===== src/rtl/fetch_pkg.sv =====
// fetch_pkg
// Shared definitions for the instruction-fetch front end: default widths,
// the branch-kind encoding and the branch target helper.
package fetch_pkg;

    localparam int unsigned ADDR_W_DEF  = 64;
    localparam int unsigned INSTR_W_DEF = 32;
    localparam int unsigned DEPTH_DEF   = 4;

    typedef enum logic {
        COND19   = 1'b0,
        UNCOND26 = 1'b1
    } br_kind_t;

    // Branch target = base + (sign-extended word offset << 2), mod 2^64.
    // Callers with narrower addresses keep the low bits. Carries only move
    // upward, so the low bits of the result are the narrow-width sum.
    function automatic logic [63:0] br_target(
        input logic        [63:0] base,
        input br_kind_t           kind,
        input logic signed [18:0] imm19,
        input logic signed [25:0] imm26
    );
        logic [63:0] off;
        if (kind == UNCOND26) begin
            off = {{36{imm26[25]}}, imm26, 2'b00};
        end else begin
            off = {{43{imm19[18]}}, imm19, 2'b00};
        end
        return base + off;
    endfunction

endpackage


===== src/rtl/fetch_queue.sv =====
// fetch_queue
// Synchronous FIFO with a single-cycle flush. Used as the prefetch queue,
// carrying {pc, instr} per entry.
// Ports:
//   clk, reset (async, active-low)
//   push / push_data : write at tail
//   pop              : remove head
//   flush            : empty the queue (takes priority over push/pop)
//   head_data        : current head entry (valid when count != 0)
//   count            : occupancy, 0..DEPTH
module fetch_queue #(
    parameter int unsigned W     = 96,
    parameter int unsigned DEPTH = 4
) (
    input  logic                         clk,
    input  logic                         reset,
    input  logic                         push,
    input  logic [W-1:0]                 push_data,
    input  logic                         pop,
    input  logic                         flush,
    output logic [W-1:0]                 head_data,
    output logic [$clog2(DEPTH+1)-1:0]   count
);

    localparam int unsigned PTR_W = $clog2(DEPTH);
    localparam int unsigned CNT_W = $clog2(DEPTH + 1);

    logic [W-1:0]     mem_q [DEPTH];
    logic [PTR_W-1:0] wr_ptr_q, wr_ptr_d;
    logic [PTR_W-1:0] rd_ptr_q, rd_ptr_d;
    logic [CNT_W-1:0] count_q, count_d;
    logic             pop_ok;
    logic             push_ok;

    // Guard against pops on empty and pushes on full so misuse cannot
    // corrupt the count.
    assign pop_ok  = pop && (count_q != '0);
    assign push_ok = push && ((count_q != CNT_W'(DEPTH)) || pop_ok);

    always_comb begin
        wr_ptr_d = wr_ptr_q;
        rd_ptr_d = rd_ptr_q;
        count_d  = count_q;
        if (flush) begin
            wr_ptr_d = '0;
            rd_ptr_d = '0;
            count_d  = '0;
        end else begin
            // Pointers wrap naturally because DEPTH is a power of two.
            if (push_ok) wr_ptr_d = wr_ptr_q + PTR_W'(1);
            if (pop_ok)  rd_ptr_d = rd_ptr_q + PTR_W'(1);
            count_d = count_q + CNT_W'(push_ok) - CNT_W'(pop_ok);
        end
    end

    always_ff @(posedge clk or negedge reset) begin
        if (!reset) begin
            wr_ptr_q <= '0;
            rd_ptr_q <= '0;
            count_q  <= '0;
        end else begin
            wr_ptr_q <= wr_ptr_d;
            rd_ptr_q <= rd_ptr_d;
            count_q  <= count_d;
        end
    end

    // Storage carries no reset; entries are only read when count says so.
    always_ff @(posedge clk) begin
        if (push_ok && !flush) begin
            mem_q[wr_ptr_q] <= push_data;
        end
    end

    assign head_data = mem_q[rd_ptr_q];
    assign count     = count_q;

endmodule


===== src/rtl/fetch_unit.sv =====
// fetch_unit
// Instruction-fetch front end. Owns the PC, issues in-order requests to
// instruction memory, buffers returned instructions with their PCs in a
// prefetch queue and applies branch redirects (flushing the queue and
// discarding responses still in flight).
// Ports:
//   clk, reset (async, active-low)
//   imem_req_valid/ready/addr : request channel (addr = current PC)
//   imem_rsp_valid/data       : in-order response strobe, never stalled
//   redirect_valid/uncond/base, imm19, imm26 : taken-branch redirect
//   out_valid/ready/instr/pc  : head of the prefetch queue to decode
module fetch_unit
    import fetch_pkg::*;
#(
    parameter int unsigned       ADDR_W   = ADDR_W_DEF,
    parameter int unsigned       INSTR_W  = INSTR_W_DEF,
    parameter int unsigned       DEPTH    = DEPTH_DEF,
    parameter logic [ADDR_W-1:0] RESET_PC = '0
) (
    input  logic                      clk,
    input  logic                      reset,
    output logic                      imem_req_valid,
    input  logic                      imem_req_ready,
    output logic [ADDR_W-1:0]         imem_req_addr,
    input  logic                      imem_rsp_valid,
    input  logic [INSTR_W-1:0]        imem_rsp_data,
    input  logic                      redirect_valid,
    input  logic                      redirect_uncond,
    input  logic [ADDR_W-1:0]         redirect_base,
    input  logic signed [18:0]        imm19,
    input  logic signed [25:0]        imm26,
    output logic                      out_valid,
    input  logic                      out_ready,
    output logic [INSTR_W-1:0]        out_instr,
    output logic [ADDR_W-1:0]         out_pc
);

    localparam int unsigned CNT_W = $clog2(DEPTH + 1);
    localparam int unsigned QW    = ADDR_W + INSTR_W;

    logic [ADDR_W-1:0] pc_q, pc_d;
    logic [ADDR_W-1:0] rsp_pc_q, rsp_pc_d;
    logic [CNT_W-1:0]  outst_q, outst_d;
    logic [CNT_W-1:0]  drop_q, drop_d;

    logic [CNT_W-1:0]  count;
    logic [QW-1:0]     head_data;
    logic [CNT_W:0]    in_use;
    logic              credit;
    logic              req_fire;
    logic              rsp_keep;
    logic              pop;
    logic [63:0]       target_full;
    logic [ADDR_W-1:0] target;

    assign target_full = br_target(64'(redirect_base),
                                   br_kind_t'(redirect_uncond), imm19, imm26);
    assign target      = target_full[ADDR_W-1:0];

    // Queue slots plus in-flight requests never exceed DEPTH, so every
    // response has a slot waiting for it and the queue cannot overflow.
    assign in_use = {1'b0, count} + {1'b0, outst_q};
    assign credit = in_use < (CNT_W + 1)'(DEPTH);

    // reset gates the request so nothing is offered while held in reset;
    // the first request goes out as soon as reset is released.
    assign imem_req_valid = reset && credit && !redirect_valid;
    assign imem_req_addr  = pc_q;
    assign req_fire       = imem_req_valid && imem_req_ready;

    assign rsp_keep  = imem_rsp_valid && (drop_q == '0) && !redirect_valid;
    assign out_valid = (count != '0) && !redirect_valid;
    assign pop       = out_valid && out_ready;

    always_comb begin
        pc_d     = pc_q;
        rsp_pc_d = rsp_pc_q;
        outst_d  = outst_q + CNT_W'(req_fire) - CNT_W'(imem_rsp_valid);
        drop_d   = drop_q;
        if (redirect_valid) begin
            pc_d     = target;
            rsp_pc_d = target;
            // Everything still in flight after this edge belongs to the
            // old path, including anything an earlier redirect was
            // already discarding.
            drop_d   = outst_q - CNT_W'(imem_rsp_valid);
        end else begin
            if (req_fire) pc_d     = pc_q + ADDR_W'(4);
            if (rsp_keep) rsp_pc_d = rsp_pc_q + ADDR_W'(4);
            if (imem_rsp_valid && (drop_q != '0)) drop_d = drop_q - CNT_W'(1);
        end
    end

    always_ff @(posedge clk or negedge reset) begin
        if (!reset) begin
            pc_q     <= RESET_PC;
            rsp_pc_q <= RESET_PC;
            outst_q  <= '0;
            drop_q   <= '0;
        end else begin
            pc_q     <= pc_d;
            rsp_pc_q <= rsp_pc_d;
            outst_q  <= outst_d;
            drop_q   <= drop_d;
        end
    end

    fetch_queue #(
        .W     (QW),
        .DEPTH (DEPTH)
    ) u_queue (
        .clk       (clk),
        .reset     (reset),
        .push      (rsp_keep),
        .push_data ({rsp_pc_q, imem_rsp_data}),
        .pop       (pop),
        .flush     (redirect_valid),
        .head_data (head_data),
        .count     (count)
    );

    assign out_pc    = head_data[QW-1:INSTR_W];
    assign out_instr = head_data[INSTR_W-1:0];

endmodule

===== config.mk =====
export PLATFORM = sky130hd
export DESIGN_NAME = fetch_unit
export DESIGN_NICKNAME = d
export VERILOG_FILES = /design/src/rtl/fetch_pkg.sv /design/src/rtl/fetch_queue.sv /design/src/rtl/fetch_unit.sv
export SDC_FILE = /design/constraint.sdc
export NUM_CORES = 1
export LEC_CHECK = 0
export ABC_AREA = 0
export CAP_MARGIN = 0
export CORE_MARGIN = 2
export CORE_UTILIZATION = 57
export CTS_BUF_LIST = sky130_fd_sc_hd__clkbuf_2
export DETAILED_ROUTE_END_ITERATION = 8
export HOLD_SLACK_MARGIN = 0.1
export PLACE_DENSITY = 0.93
export REMOVE_ABC_BUFFERS = 1
export SLEW_MARGIN = 20
export SYNTH_ARGS = -nofsm -noshare
export SYNTH_HDL_FRONTEND = slang
export SYNTH_SLANG_ARGS = --single-unit

===== constraint.sdc =====
create_clock -name clk -period 5.9 [get_ports clk]
set_input_delay 0.885 -clock clk [delete_from_list [all_inputs] [get_ports clk]]
set_output_delay 0.885 -clock clk [all_outputs]
set_load 0.01 [all_outputs]

[Word level (Yosys, flattened, before mapping)]
Memory sizes are Yosys's and may differ from the RTL's.
Cells that the tools add are included.
Word-level totals
  memories kept: 1
  flip-flop bits (word level): 141
  input port bits: 148
  word-level logic and storage cells: 57
  memory bits (writable): 384
Operators by class
  mux-type cells: 14
  order comparisons: 1
  reduce and logical (&&, ||, !) cells: 21
  add/sub/neg operators: 12
  equality and inequality tests: 1
Memory list
  u_queue.mem_q: words 4, bits a word 96, rd ports 1, clocked after memory_dff 0, write ports 1, RTL line fetch_queue.sv:28  | logic [W-1:0] mem_q [DEPTH];
Operators with widths (count)
  $mux W64: 5
  $add A64 B3 Y64 const B: 2
  $add A64 B64 Y64: 1
  $logic_and A1 B1 Y1: 11
  $reduce_bool A2 Y1: 5
  $mux W3: 3
  $sub A3 B1 Y3: 3
  $mux W2: 4
  $add A3 B1 Y3: 2
  $reduce_bool A3 Y1: 2
  $add A2 B1 Y2 const B: 2
  $add A3 B3 Y4: 1
  $lt A4 B3 Y1 const B: 1
  $logic_not A3 Y1: 1
  $ne A3 B3 Y1 const B: 1
  $sub A3 B1 Y3 const B: 1
  $mux W1: 2
  $logic_not A1 Y1: 1
  $logic_or A1 B1 Y1: 1

[Depth between registers and ports, before layout]
Gate-level depths: netlist of run 1.
  word-level depth: 9
  gate-level depth with buffers: 15
  depth with buffers taken out: 12

[By module]
A second synthesis of run 1 with hierarchy kept.
Unflattened totals
  cell total of the unflattened synthesis: 1991
  area total of the unflattened synthesis: 25889.8 um^2
Modules (own cells, without submodules)
  fetch_queue: area an instance 14288.7 um^2, cells each 545, instances 1, sequential area each 11706.2 um^2
  fetch_unit: area an instance 11601.1 um^2, cells each 1446, instances 1, sequential area each 3353.2 um^2

[Least setup slack after synthesis of run 1]
Ideal clock, no wire load.
  path kind: input to register
  start: in redirect_uncond
  end: reg pc_q[56], in the netlist imem_req_addr[56]
  required time: 5.823 ns
  stages: 15
  path slack: 1.133 ns
  setup time: 0.077 ns
  buffers on the path: 3
  arrival: 4.689 ns
  cell sequence: clkbuf_1 > nand2b_1 > clkbuf_1 > nand2_1 > ha_1 > clkbuf_1 > nand4_1 > or3_1 > or4_1 > a21oi_1 > nor3_1 > o41ai_1 > xor2_1 > nor2_1 > a21oi_1
On the way
  word-level cells in the longest chain between the ends: 3
Ends and longest elaborated chain
  from (decl): RTL line fetch_unit.sv:28  | input logic redirect_uncond,
  $mux W64: RTL line fetch_pkg.sv:25  | if (kind == UNCOND26) begin
  $add A64 B64 Y64: RTL line fetch_pkg.sv:30  | return base + off;
  $mux W64: RTL line fetch_unit.sv:80  | if (redirect_valid) begin
  to (signal assigned): RTL line fetch_unit.sv:101  | pc_q <= pc_d;
  to (decl): RTL line fetch_unit.sv:41  | logic [ADDR_W-1:0] pc_q, pc_d;
No other way between the ends.
A chain may end at the register's enable or synchronous reset.

[Final worst setup path of run 1]
  start: reg u_queue.rd_ptr_q[1]
  end: out out_pc[9]
On the way
  word-level cells in the longest chain between the ends: 1
Ends and longest elaborated chain
  from (decl): RTL line fetch_queue.sv:30  | logic [PTR_W-1:0] rd_ptr_q, rd_ptr_d;
  from (signal assigned): RTL line fetch_queue.sv:63  | rd_ptr_q <= rd_ptr_d;
  $mem_v2 Z4 W96
  to (decl): RTL line fetch_unit.sv:35  | output logic [ADDR_W-1:0] out_pc
No other way between the ends.

==> metrics.md, run 1 <==
| Metric | Value |
|---|---|
| Status | `completed` |
| Reg2reg end | `imem_req_addr[63]$_DFFE_PN0N_` |
| Synth area leader | `edfxtp_1` |
| I/O pins | `310` |
| Clk sinks | `525` |
| Slew of the pin with the lowest slew margin | `1.13 ns` |
| CTS max path bufs | `3` |
| Row count | `77` |
| Synth Cell Area | `about 0.026 mm^2` |
| CP startpoint | `u_queue.rd_ptr_q[1]$_DFFE_PN0P_` |
| Worst clock skew | `between 0.1 and 0.15 ns` |
| CP endpoint | `out_pc[9]` |
| Ys flop type | `edfxtp_1` |
| Hold Fails Final Rpt | `0` |
| Max cap viols | `0` |
| Critical path class | `flip-flop to output pin` |
| Req. time, crit path | `5.02 ns` |
| Die width | `roughly 220 um` |
| GRT Total Usage | `29.6%` |
| Vias per cell | `6.09` |
| Port buffer count | `309` |
| Area after DPL | `0.0292 mm^2` |
| Syn Inst Count | `2,001` |
| Setup bufs post-CTS | `0` |
| TritonCTS clock tree | `yes` |
| RSZ-0062 raised after global routing | `no` |
| Setup TNS | `0 ns` |
| Period utilisation layout | `between 70% and 80%` |
| GP Congestion | `about 0.99` |
| Max_slew headroom | `24.3%` |
| Worst R2R Setup Slack | `2.27 ns` |
| Most common cell after layout, fill and taps aside | `edfxtp_1` |
| Post-synth top area share | `~45%` |
| Cells along the critical path | `buf_4 > mux4_2 > clkdlybuf4s50_1` |
| Layout cell share with drive strength beyond 1 | `between 10% and 20%` |
| Ranking of synthesized cells by area | `edfxtp_1 (45%), dfrtp_1 (14%), mux4_2 (8.5%), ha_1 (3.8%), a21oi_1 (3.6%)` |
| HP Class | `primary input to flip-flop` |
| CP max-delay cell | `dfrtp_4` |
| Final Critical Period | `about 4.6 ns` |
| Count of pins over their slew limit | `0` |
| Register area share after synthesis | `slightly below 60%` |
| CTS clk-pin slew, worst paths | `roughly 0.12 ns` |
| Drt drc | `0` |
| Height of the die | `216 um` |
| Number of synthesized flops with an enable pin | `around 380` |
| CORE AREA | `roughly 0.044 mm^2` |
| Initial core utilization | `57.7%` |
| CTS buffer count | `113` |
| Yosys warnings | `0` |
| Largest net degree at the start of global routing | `99` |
| Routed WL | `68,900 um` |
| Die ar. | `0.0465 mm^2` |
| Total Power | `10.1 mW` |
| Initial DRC count | `1,981` |
| Final Cell Area | `0.0303 mm^2` |
| Maximum vdd drop | `0.355 mV` |
| Syn Area/Cell | `12.7 um^2` |
| Final #Nets | `2,593` |
| Drt pass-1 iters | `7` |
| Reg2reg path depth | `11` |
| Crit path launch type | `flip-flop` |
| #FFs+latches synth | `between 500 and 600` |
| P&R area growth vs syn | `19.0%` |
| Cts hold-fix bufs | `1` |
| Worst-Skew Late Latency | `1.09 ns` |
| Data arrival, critical path | `3.69 ns` |
| Initial antenna violation count | `1` |
| First-pass GRT wire length | `roughly 110,000 um` |
| CTS root buf | `clkbuf_2` |
| Fillers | `between 2,000 and 3,000` |
| Clock H-tree levels | `3` |
| Cts repair resizes | `0` |
| Static Leak | `between 10 and 15 nW` |
| DP HPWL | `48,400 um` |
| Reg2reg start | `outst_q[2]$_DFF_PN0_` |
| Average wire per standard cell | `22.6 um` |
| Vias in the first global route | `18,919` |
| Global route overflow | `0` |
| CP Capture Type | `output pin` |
| Most frequent cells in the layout | `edfxtp_1 (384), clkdlybuf4s50_1 (307), a21oi_1 (183)` |
| # setup viols final | `0` |
| Power Dens Cells | `between 300 and 400 mW/mm^2` |
| Synth unique cells | `64` |
| Routed Antenna Nets | `0` |
| Crit-path max FO | `74` |
| Async S/R FF share, synth | `26.9%` |
| Vias | `18,577` |
| Slowest stage delay, CP | `1.13 ns` |
| Fmax | `0.219 GHz` |
[routing by layer]
metal / vias to the layer above / global-route usage [%] / routed length, um
met4: 0 / 12.5 / 2470
li1: 8318 / - / -
met5: - / 0 / 0
met3: 169 / 4.68 / 5390
met1: 9101 / 39.9 / 27600
met2: 989 / 48.3 / 33400
[sequential cells by signal (all words and copies together), names as in the netlist]
signal,flops
u_queue.count,3
drop_q,3
imem_req_addr,64
u_queue.mem_q,384
u_queue.rd_ptr_q,2
u_queue.wr_ptr_q,2
outst_q,3
rsp_pc_q,64
[Yosys cell counts (all sizes together), types with 2 or more instances]
library cell / number
o31ai: 8
a21boi: 18
nand2: 181
nor2: 173
or4: 3
mux2: 19
mux4: 96
a21oi: 183
o21a: 10
dfrtp: 141
o21ai: 76
xnor2: 74
o31a: 2
a31o: 2
edfxtp: 384
inv: 47
a31oi: 16
and4: 3
a221oi: 4
and2: 15
nand4: 44
nor3: 27
or3: 11
xor2: 87
nand3b: 2
a211oi: 10
o211ai: 8
a221o: 2
a21o: 19
mux2i: 11
ha: 77
nor4: 9
o22a: 4
or2: 5
nand2b: 8
o21bai: 14
nor2b: 5
a41oi: 2
clkbuf: 55
fa: 3
a2111oi: 2
buf: 23
nand3: 78
and3: 32
[layout make-up]
| type | instances | area [um^2] | share of cell area, % |
|---|---|---|---|
| antenna | 1 | 2.50 | 0.00825 |
| clock buffer | 172 | 861 | 2.84 |
| clock inverter | 34 | 209 | 0.689 |
| inverter | 47 | 178 | 0.585 |
| multi-input combinational | 1351 | 9980 | 32.9 |
| sequential | 525 | 15100 | 49.6 |
| tap | 592 | 741 | 2.44 |
| timing repair buffer | 327 | 3310 | 10.9 |
[kinds of logic (layout without fill, tap and decap cells)]
kind of cell,Yosys count,in the layout,share of synthesized area [%]
xor gates and xnor gates,161,161,5.53
DFF,525,525,59.0
adders and majority gates,80,80,4.01
other,0,1,0
AOI/OAI and AO/OA,386,386,8.86
and+or+nand+nor,598,598,10.9
buffers and inverters,125,580,1.87
muxes,126,126,9.75
[worst max-delay path, delay by kind of cell (launching register included)]
family / cells / cell delay [ns]
buffers and inverters: 2 / 1.04
flip-flops: 1 / 1.13
multiplexers: 1 / 0.35
[power by group]
part / switching, mW / internal (mW)
registers: 0.487 / 4.37
logic: 1.50 / 1.51
clock network: 1.36 / 0.904
[worst min-delay path by stage]
stage                       startpoint  cells after the start                              end
5_1_grt                 redirect_valid                      2  u_queue.rd_ptr_q[0]$_DFFE_PN0P_
3_3_place_gp   rsp_pc_q[1]$_DFFE_PN0P_                      0   u_queue.mem_q[2][33]$_DFFE_PP_
6_report                redirect_valid                      2  u_queue.rd_ptr_q[0]$_DFFE_PN0P_
2_1_floorplan  rsp_pc_q[0]$_DFFE_PN0P_                      0   u_queue.mem_q[0][32]$_DFFE_PP_
3_5_place_dp   rsp_pc_q[1]$_DFFE_PN0P_                      0   u_queue.mem_q[3][33]$_DFFE_PP_
4_1_cts                 redirect_valid                      2  u_queue.rd_ptr_q[1]$_DFFE_PN0P_
[metrics by stage]
| step | worst slack, ns | cells | hold slack [ns] | util (%) |
|---|---|---|---|---|
| final | 1.33 | 3049 | 0.271 | 68.6 |
| after floorplan | 0.544 | 1923 | 0.476 | - |
| after global placement | 0.869 | 2840 | 0.490 | 66.1 |
| after global routing | 1.18 | 3049 | 0.237 | 68.6 |
| after detailed placement | 0.794 | 2840 | 0.505 | 66.1 |
| after CTS | 1.20 | 3047 | 0.156 | 68.6 |
(Power assumes the default switching activity.)
==> run 2: changes to the inputs <==
clock period = 4.5 ns   (was 5.9 ns; I/O delays follow)
==> run 2 against run 1 <==
Effect of this change: combinational power rose by 35%; wire length down 1.2%; die area unchanged; cell area increased by 2.4%; utilization increased by 1.7 points; register-to-register slack got worse by 1.5 ns; via count is 2.6% higher; global-route usage down 0.54 points; sequential power up 31%; total power increased by 32%.
==> metrics.md, run 2 (synthesis results as in run 1) <==
| Metric | Value |
|---|---|
| Count of pins over their slew limit | `0 (unchanged)` |
| Max reg flops | `384 (unchanged)` |
| Critical path class | `flip-flop to output pin (unchanged)` |
| CTS root buf | `clkbuf_2 (unchanged)` |
| RSZ-0062 raised after global routing | `no (unchanged)` |
| Clock H-tree levels | `3 (unchanged)` |
| Max cap viols | `0 (unchanged)` |
| CORE AREA | `0.0442 mm^2 (unchanged)` |
| Largest net degree at the start of global routing | `142 (was 99)` |
| Die width | `216 um (unchanged)` |
| Drt pass-1 iters | `6 (was 7)` |
| Height of the die | `216 um (unchanged)` |
| Vias in the first global route | `19,093 (was 18,919)` |
| Worst clock skew | `0.124 ns (was 0.113 ns)` |
| CTS clk-pin slew, worst paths | `0.11 ns (was 0.12 ns)` |
| Worst-Skew Late Latency | `1.09 ns (about the same)` |
| First-pass GRT wire length | `105,000 um (was 106,000 um)` |
| CP Capture Type | `output pin (unchanged)` |
| Initial antenna violation count | `1 (unchanged)` |
| GP Congestion | `1.02 (was 0.989)` |
| Crit-path max FO | `69 (was 74)` |
| Most frequent cells in the layout | `edfxtp_1 (384), clkdlybuf4s50_1 (307), a21oi_1 (183) (unchanged)` |
| Initial DRC count | `1,957 (was 1,981)` |
| Drt drc | `0 (unchanged)` |
| Data arrival, critical path | `3.38 ns (was 3.69 ns)` |
| Setup TNS | `0 ns (unchanged)` |
| Setup bufs post-CTS | `0 (unchanged)` |
| TritonCTS clock tree | `yes (unchanged)` |
| P&R area growth vs syn | `21.9% (was 19.0%)` |
| Crit path launch type | `flip-flop (unchanged)` |
| # setup viols final | `0 (unchanged)` |
| Initial core utilization | `57.7% (unchanged)` |
| Req. time, crit path | `3.83 ns (was 5.02 ns)` |
| Largest Register | `u_queue.mem_q (unchanged)` |
| Fmax | `0.246 GHz` |
| Layout cell share with drive strength beyond 1 | `16.5% (was 13.6%)` |
| Slew of the pin with the lowest slew margin | `0.834 ns (was 1.13 ns)` |
| I/O pins | `310 (unchanged)` |
| Routed Antenna Nets | `0 (unchanged)` |
| Power Dens Cells | `430 mW/mm^2 (was 334 mW/mm^2)` |
| HP Class | `primary input to async pin (was primary input to flip-flop)` |
| GRT Total Usage | `29.0% (was 29.6%)` |
| Global route overflow | `0 (unchanged)` |
| CTS buffer count | `116 (was 113)` |
| Status | `completed (unchanged)` |
| CTS max path bufs | `3 (unchanged)` |
| WHS | `0.224 ns (was 0.271 ns)` |
| Vias | `19,063 (was 18,577)` |
| Max_slew headroom | `44.4% (was 24.3%)` |
| Clk sinks | `525 (unchanged)` |
| Most common cell after layout, fill and taps aside | `edfxtp_1 (unchanged)` |
| Die ar. | `0.0465 mm^2 (unchanged)` |
| Routed WL | `68,000 um (was 68,900 um)` |
| Row count | `77 (unchanged)` |
| Final Critical Period | `just over 4 ns` |
| Final #Nets | `2,680 (was 2,593)` |
| Total Power | `13.4 mW (was 10.1 mW)` |
| DP HPWL | `48,200 um (was 48,400 um)` |
| Static Leak | `11.4 nW (was 10.9 nW)` |
| Average wire per standard cell | `21.6 um (was 22.6 um)` |
| Maximum vdd drop | `0.262 mV (was 0.355 mV)` |
| Vias per cell | `6.07 (was 6.09)` |
| Hold Fails Final Rpt | `0 (unchanged)` |
| Port buffer count | `309 (unchanged)` |
| Period utilisation layout | `90.2%` |
[run 2: changes by cell type in the layout (fill, tap and decap cells not counted)]
cell       previous run  this run
clkbuf_2            172       174
clkinv_1             26        32
buf_4                12        88
inv_2                 4         3
bufinv_16             3         2
buf_16                1         0
clkinv_2              3         7
buf_12                5        14
[run 2: layout make-up]
class	count	area, um^2
clock inverter	42	218
timing repair buffer	411	4040
antenna	1	2.50
tap	592	741
inverter	47	178
clock buffer	174	871
sequential	525	15100
fill	2940	13100
multi-input combinational	1351	9980
[run 2: per-layer routing]
layer / track usage [%] / part of all wire, %
met2: 47.2 / 48
met1: 39.8 / 41
met5: 0 / 0
met3: 4.31 / 7.6
met4: 11.8 / 3.3
[run 2: timing repair]
item / 4_1_cts / 5_1_grt
endpoints found under the hold margin: 141 / 0
resized for setup: 0 / 0
hold buffers: 1 / 0
[run 2: power by group]
part / switching, mW / internal (mW)
clock: 1.79 / 1.15
combinational: 1.98 / 2.08
sequential: 0.631 / 5.73
total: 4.40 / 8.97
[run 2: critical path: stages, from the launching register on]
cell,delay [ns]
dfrtp_4,0.57
buf_12,0.46
mux4_2,0.63
clkdlybuf4s50_1,0.53
[run 2: metrics by stage]
step                area (um^2)  setup slack, ns  utilization [%]  instances
floorplan                 25200           -0.646                -       1923
global placement          30000           0.0110             67.8       2925
detailed placement        30000          -0.0845             67.8       2925
CTS                       31100            0.353             70.3       3142
global route              31100            0.263             70.3       3143
finish                    31100            0.441             70.3       3143
[run 2: final timing paths]
path                                                 start                       endpoint  slack (ns)  depth (start not counted)
max                        u_queue.rd_ptr_q[0]$_DFFE_PN0P_                     out_pc[39]        0.44                          3
min                                                  reset           outst_q[2]$_DFF_PN0_        0.22                          3
max reg2reg                           outst_q[2]$_DFF_PN0_  imem_req_addr[63]$_DFFE_PN0N_        0.77                         11
min reg2reg                   imem_req_addr[1]$_DFFE_PN0P_   imem_req_addr[1]$_DFFE_PN0P_        0.56                          2
max in group asynchronous                            reset  imem_req_addr[55]$_DFFE_PN0N_        3.53                          3
min in group clk                          redirect_base[0]        rsp_pc_q[0]$_DFFE_PN0P_        0.23                          3
==> run 3: changes to the inputs <==
CORE_UTILIZATION = 52   (was 57)
PLACE_DENSITY = 0.9   (was 0.93)
clock period = 3.7 ns   (was 4.5 ns; I/O delays follow)
==> run 3 against run 2 <==
Effect of this change: first-iteration DRC count increased by 10%; via count increased by 4.9%; utilization decreased by 2.5 points; highest routed layer unchanged; clock skew decreased by 0.028 ns; sequential cell count unchanged; critical path type unchanged; die area increased by 9.4%; global-route usage decreased by 0.52 points.
==> metrics.md, run 3 (synthesis results as in run 1) <==
| Metric | Value |
|---|---|
| Hold path startpoint | `out_ready` |
| Average wire per standard cell | `22.2 um (was 21.6 um)` |
| Clock power frac | `21.5% (was 22.0%)` |
| Worst slack, placed | `-0.645 ns (was -0.0845 ns)` |
| Reg2reg path depth | `10 (was 11)` |
| Vias | `20,004 (was 19,063)` |
| CP Capture Type | `output pin (unchanged)` |
| Clk sinks | `525 (unchanged)` |
| Critical path class | `flip-flop to output pin (unchanged)` |
| Drt pass-1 iters | `7 (was 6)` |
| Final #Nets | `2,912 (was 2,680)` |
| Req. time, crit path | `3.14 ns (was 3.83 ns)` |
| Die width | `225 um (was 216 um)` |
| Port buffer count | `309 (unchanged)` |
| Final Critical Period | `3.62 ns` |
| Die ar. | `0.0508 mm^2 (was 0.0465 mm^2)` |
| Status | `completed (unchanged)` |
| CTS clk-pin slew, worst paths | `0.14 ns (was 0.11 ns)` |
| Row count | `81 (was 77)` |
| Initial DRC count | `2,155 (was 1,957)` |
| Routed WL | `75,300 um (was 68,000 um)` |
| DP HPWL | `51,100 um (was 48,200 um)` |
| Setup TNS | `0 ns (unchanged)` |
| Period utilisation layout | `97.8%` |
| Final std cells w/o fill | `3,397 (was 3,143)` |
| Min-Delay Endpoint | `u_queue.rd_ptr_q[1]$_DFFE_PN0P_` |
| Largest Register | `u_queue.mem_q (unchanged)` |
| Data arrival, critical path | `3.07 ns (was 3.38 ns)` |
| Max reg flops | `384 (unchanged)` |
| Crit-path max FO | `21 (was 69)` |
| Worst-Skew Late Latency | `1.14 ns (was 1.09 ns)` |
| CTS max path bufs | `3 (unchanged)` |
| Max cap viols | `0 (unchanged)` |
| Worst clock skew | `0.0956 ns (was 0.124 ns)` |
| Power Dens Cells | `511 mW/mm^2 (was 430 mW/mm^2)` |
| Clock H-tree levels | `3 (unchanged)` |
| Total Power | `16.9 mW (was 13.4 mW)` |
| Placed cells | `3,147 (was 2,925)` |
| Internal power | `11.2 mW (was 8.97 mW)` |
| Drt drc | `0 (unchanged)` |
| Slew of the pin with the lowest slew margin | `0.907 ns (was 0.834 ns)` |
| Height of the die | `225 um (was 216 um)` |
| Initial antenna violation count | `2 (was 1)` |
| I/O pins | `310 (unchanged)` |
| CTS root buf | `clkbuf_2 (unchanged)` |
| Most frequent cells in the layout | `edfxtp_1 (384), clkdlybuf4s50_1 (304), buf_4 (282) (was edfxtp_1 (384), clkdlybuf4s50_1 (307), a21oi_1 (183))` |
| Maximum vdd drop | `0.230 mV (was 0.262 mV)` |
| # setup viols final | `0 (unchanged)` |
| Most common cell after layout, fill and taps aside | `edfxtp_1 (unchanged)` |
| P&R area growth vs syn | `29.4% (was 21.9%)` |
| Comb pwr share | `32.4% (was 30.4%)` |
| GRT Total Usage | `28.5% (was 29.0%)` |
| Fillers | `3,354 (was 2,940)` |
| TritonCTS clock tree | `yes (unchanged)` |
| Hold Fails Final Rpt | `0 (unchanged)` |
| Vias in the first global route | `20,289 (was 19,093)` |
| First-pass GRT wire length | `111,000 um (was 105,000 um)` |
| Initial core utilization | `52.4% (was 57.7%)` |
| Max_slew headroom | `39.5% (was 44.4%)` |
| Crit path launch type | `flip-flop (unchanged)` |
| Reg2reg end | `rsp_pc_q[58]$_DFFE_PN0N_ (was imem_req_addr[63]$_DFFE_PN0N_)` |
| HP Class | `primary input to flip-flop (was primary input to async pin)` |
| Routed Antenna Nets | `0 (unchanged)` |
| Area after DPL | `0.0315 mm^2 (was 0.0300 mm^2)` |
| Sw Pwr | `5.69 mW (was 4.40 mW)` |
| Largest net degree at the start of global routing | `77 (was 142)` |
| Seq pwr share | `46.1% (was 47.6%)` |
| GP Congestion | `0.938 (was 1.02)` |
| CORE AREA | `0.0486 mm^2 (was 0.0442 mm^2)` |
| Static Leak | `12.5 nW (was 11.4 nW)` |
| CP startpoint | `u_queue.rd_ptr_q[0]$_DFFE_PN0P_ (unchanged)` |
| Vias per cell | `5.89 (was 6.07)` |
| Worst R2R Setup Slack | `0.46 ns (was 0.77 ns)` |
| Count of pins over their slew limit | `0 (unchanged)` |
| Final Cell Area | `0.0330 mm^2 (was 0.0311 mm^2)` |
| Hold path cells | `4` |
| Reg2reg start | `rsp_pc_q[22]$_DFFE_PN0N_ (was outst_q[2]$_DFF_PN0_)` |
| Switching share of total power | `33.7% (was 32.9%)` |
| Layout cell share with drive strength beyond 1 | `22.4% (was 16.5%)` |
| Setup ws final | `0.0799 ns (was 0.441 ns)` |
| CTS buffer count | `113 (was 116)` |
| Fmax | `about 0.28 GHz` |
| Global route overflow | `0 (unchanged)` |
run 3: cell count changes in the layout (fill, tap and decap cells not counted), sizes merged, moves of 2 or more:
cell / change
clkinv: -15
buf: +199
dlymetal6s2s: +2
clkinvlp: +3
clkdlybuf4s50: -3
dlygate4sd3: +36
run 3: layer usage:
layer | vias to the layer above | share of wire (%) | GRT usage (%)
met3 | 224 | 8.4 | 4.64
met5 | - | 0 | 0
met2 | 1198 | 48 | 47.0
li1 | 8941 | - | -
met1 | 9641 | 39 | 36.9
met4 | 0 | 4.5 | 14.1
run 3: worst max-delay path by stage:
| stage | end | slack (ns) | cells past startpoint |
|---|---|---|---|
| after global routing | out_pc[54] | -0.02 | 4 |
| after detailed placement | rsp_pc_q[62]$_DFFE_PN0N_ | -0.65 | 14 |
| final | out_pc[32] | 0.08 | 4 |
| after global placement | imem_req_addr[62]$_DFFE_PN0N_ | -0.58 | 14 |
| after floorplan | out_instr[0] | -1.33 | 1 |
| after CTS | out_pc[53] | 0.003 | 4 |
run 3: power by group through the flow:
stage,Combinational [mW],Clock [mW],Sequential (mW)
6_report,5.46,3.63,7.78
2_1_floorplan,2.53,0,7.83
3_3_place_gp,5.10,0,7.79
4_1_cts,5.40,3.61,7.72
5_1_grt,5.84,3.92,7.82
3_5_place_dp,5.22,0,7.87
run 3: what timing repair did:
action,CTS,global route
endpoints found under the setup margin,86,3
hold buffers,36,1
setup buffers,5,1
hold endpoints to repair,221,19
gates resized for setup,1,2
gates cloned,0,0
pin swaps,0,0
run 3: through the flow:
step                      util (%)  hold slack (ns)
after floorplan                  -            0.259
after global placement        64.7            0.493
after detailed placement      64.7            0.546
after CTS                     67.7            0.186
after global routing          67.8            0.281
final                         67.8            0.281
run 3: cell type report:
type	count	area [um^2]	area share (%)
sequential	525	15100	45.7
multi-input combinational	1351	9980	30.2
timing repair buffer	646	5960	18.1
clock buffer	175	876	2.65
tap	622	778	2.36
inverter	47	178	0.538
clock inverter	29	154	0.466
antenna	2	5.00	0.0152
run 3: worst max-delay path, stage by stage (launching register included):
cell	delay (ns)
dfrtp_4	0.56
buf_12	0.14
buf_12	0.20
mux4_2	0.52
clkdlybuf4s50_1	0.55
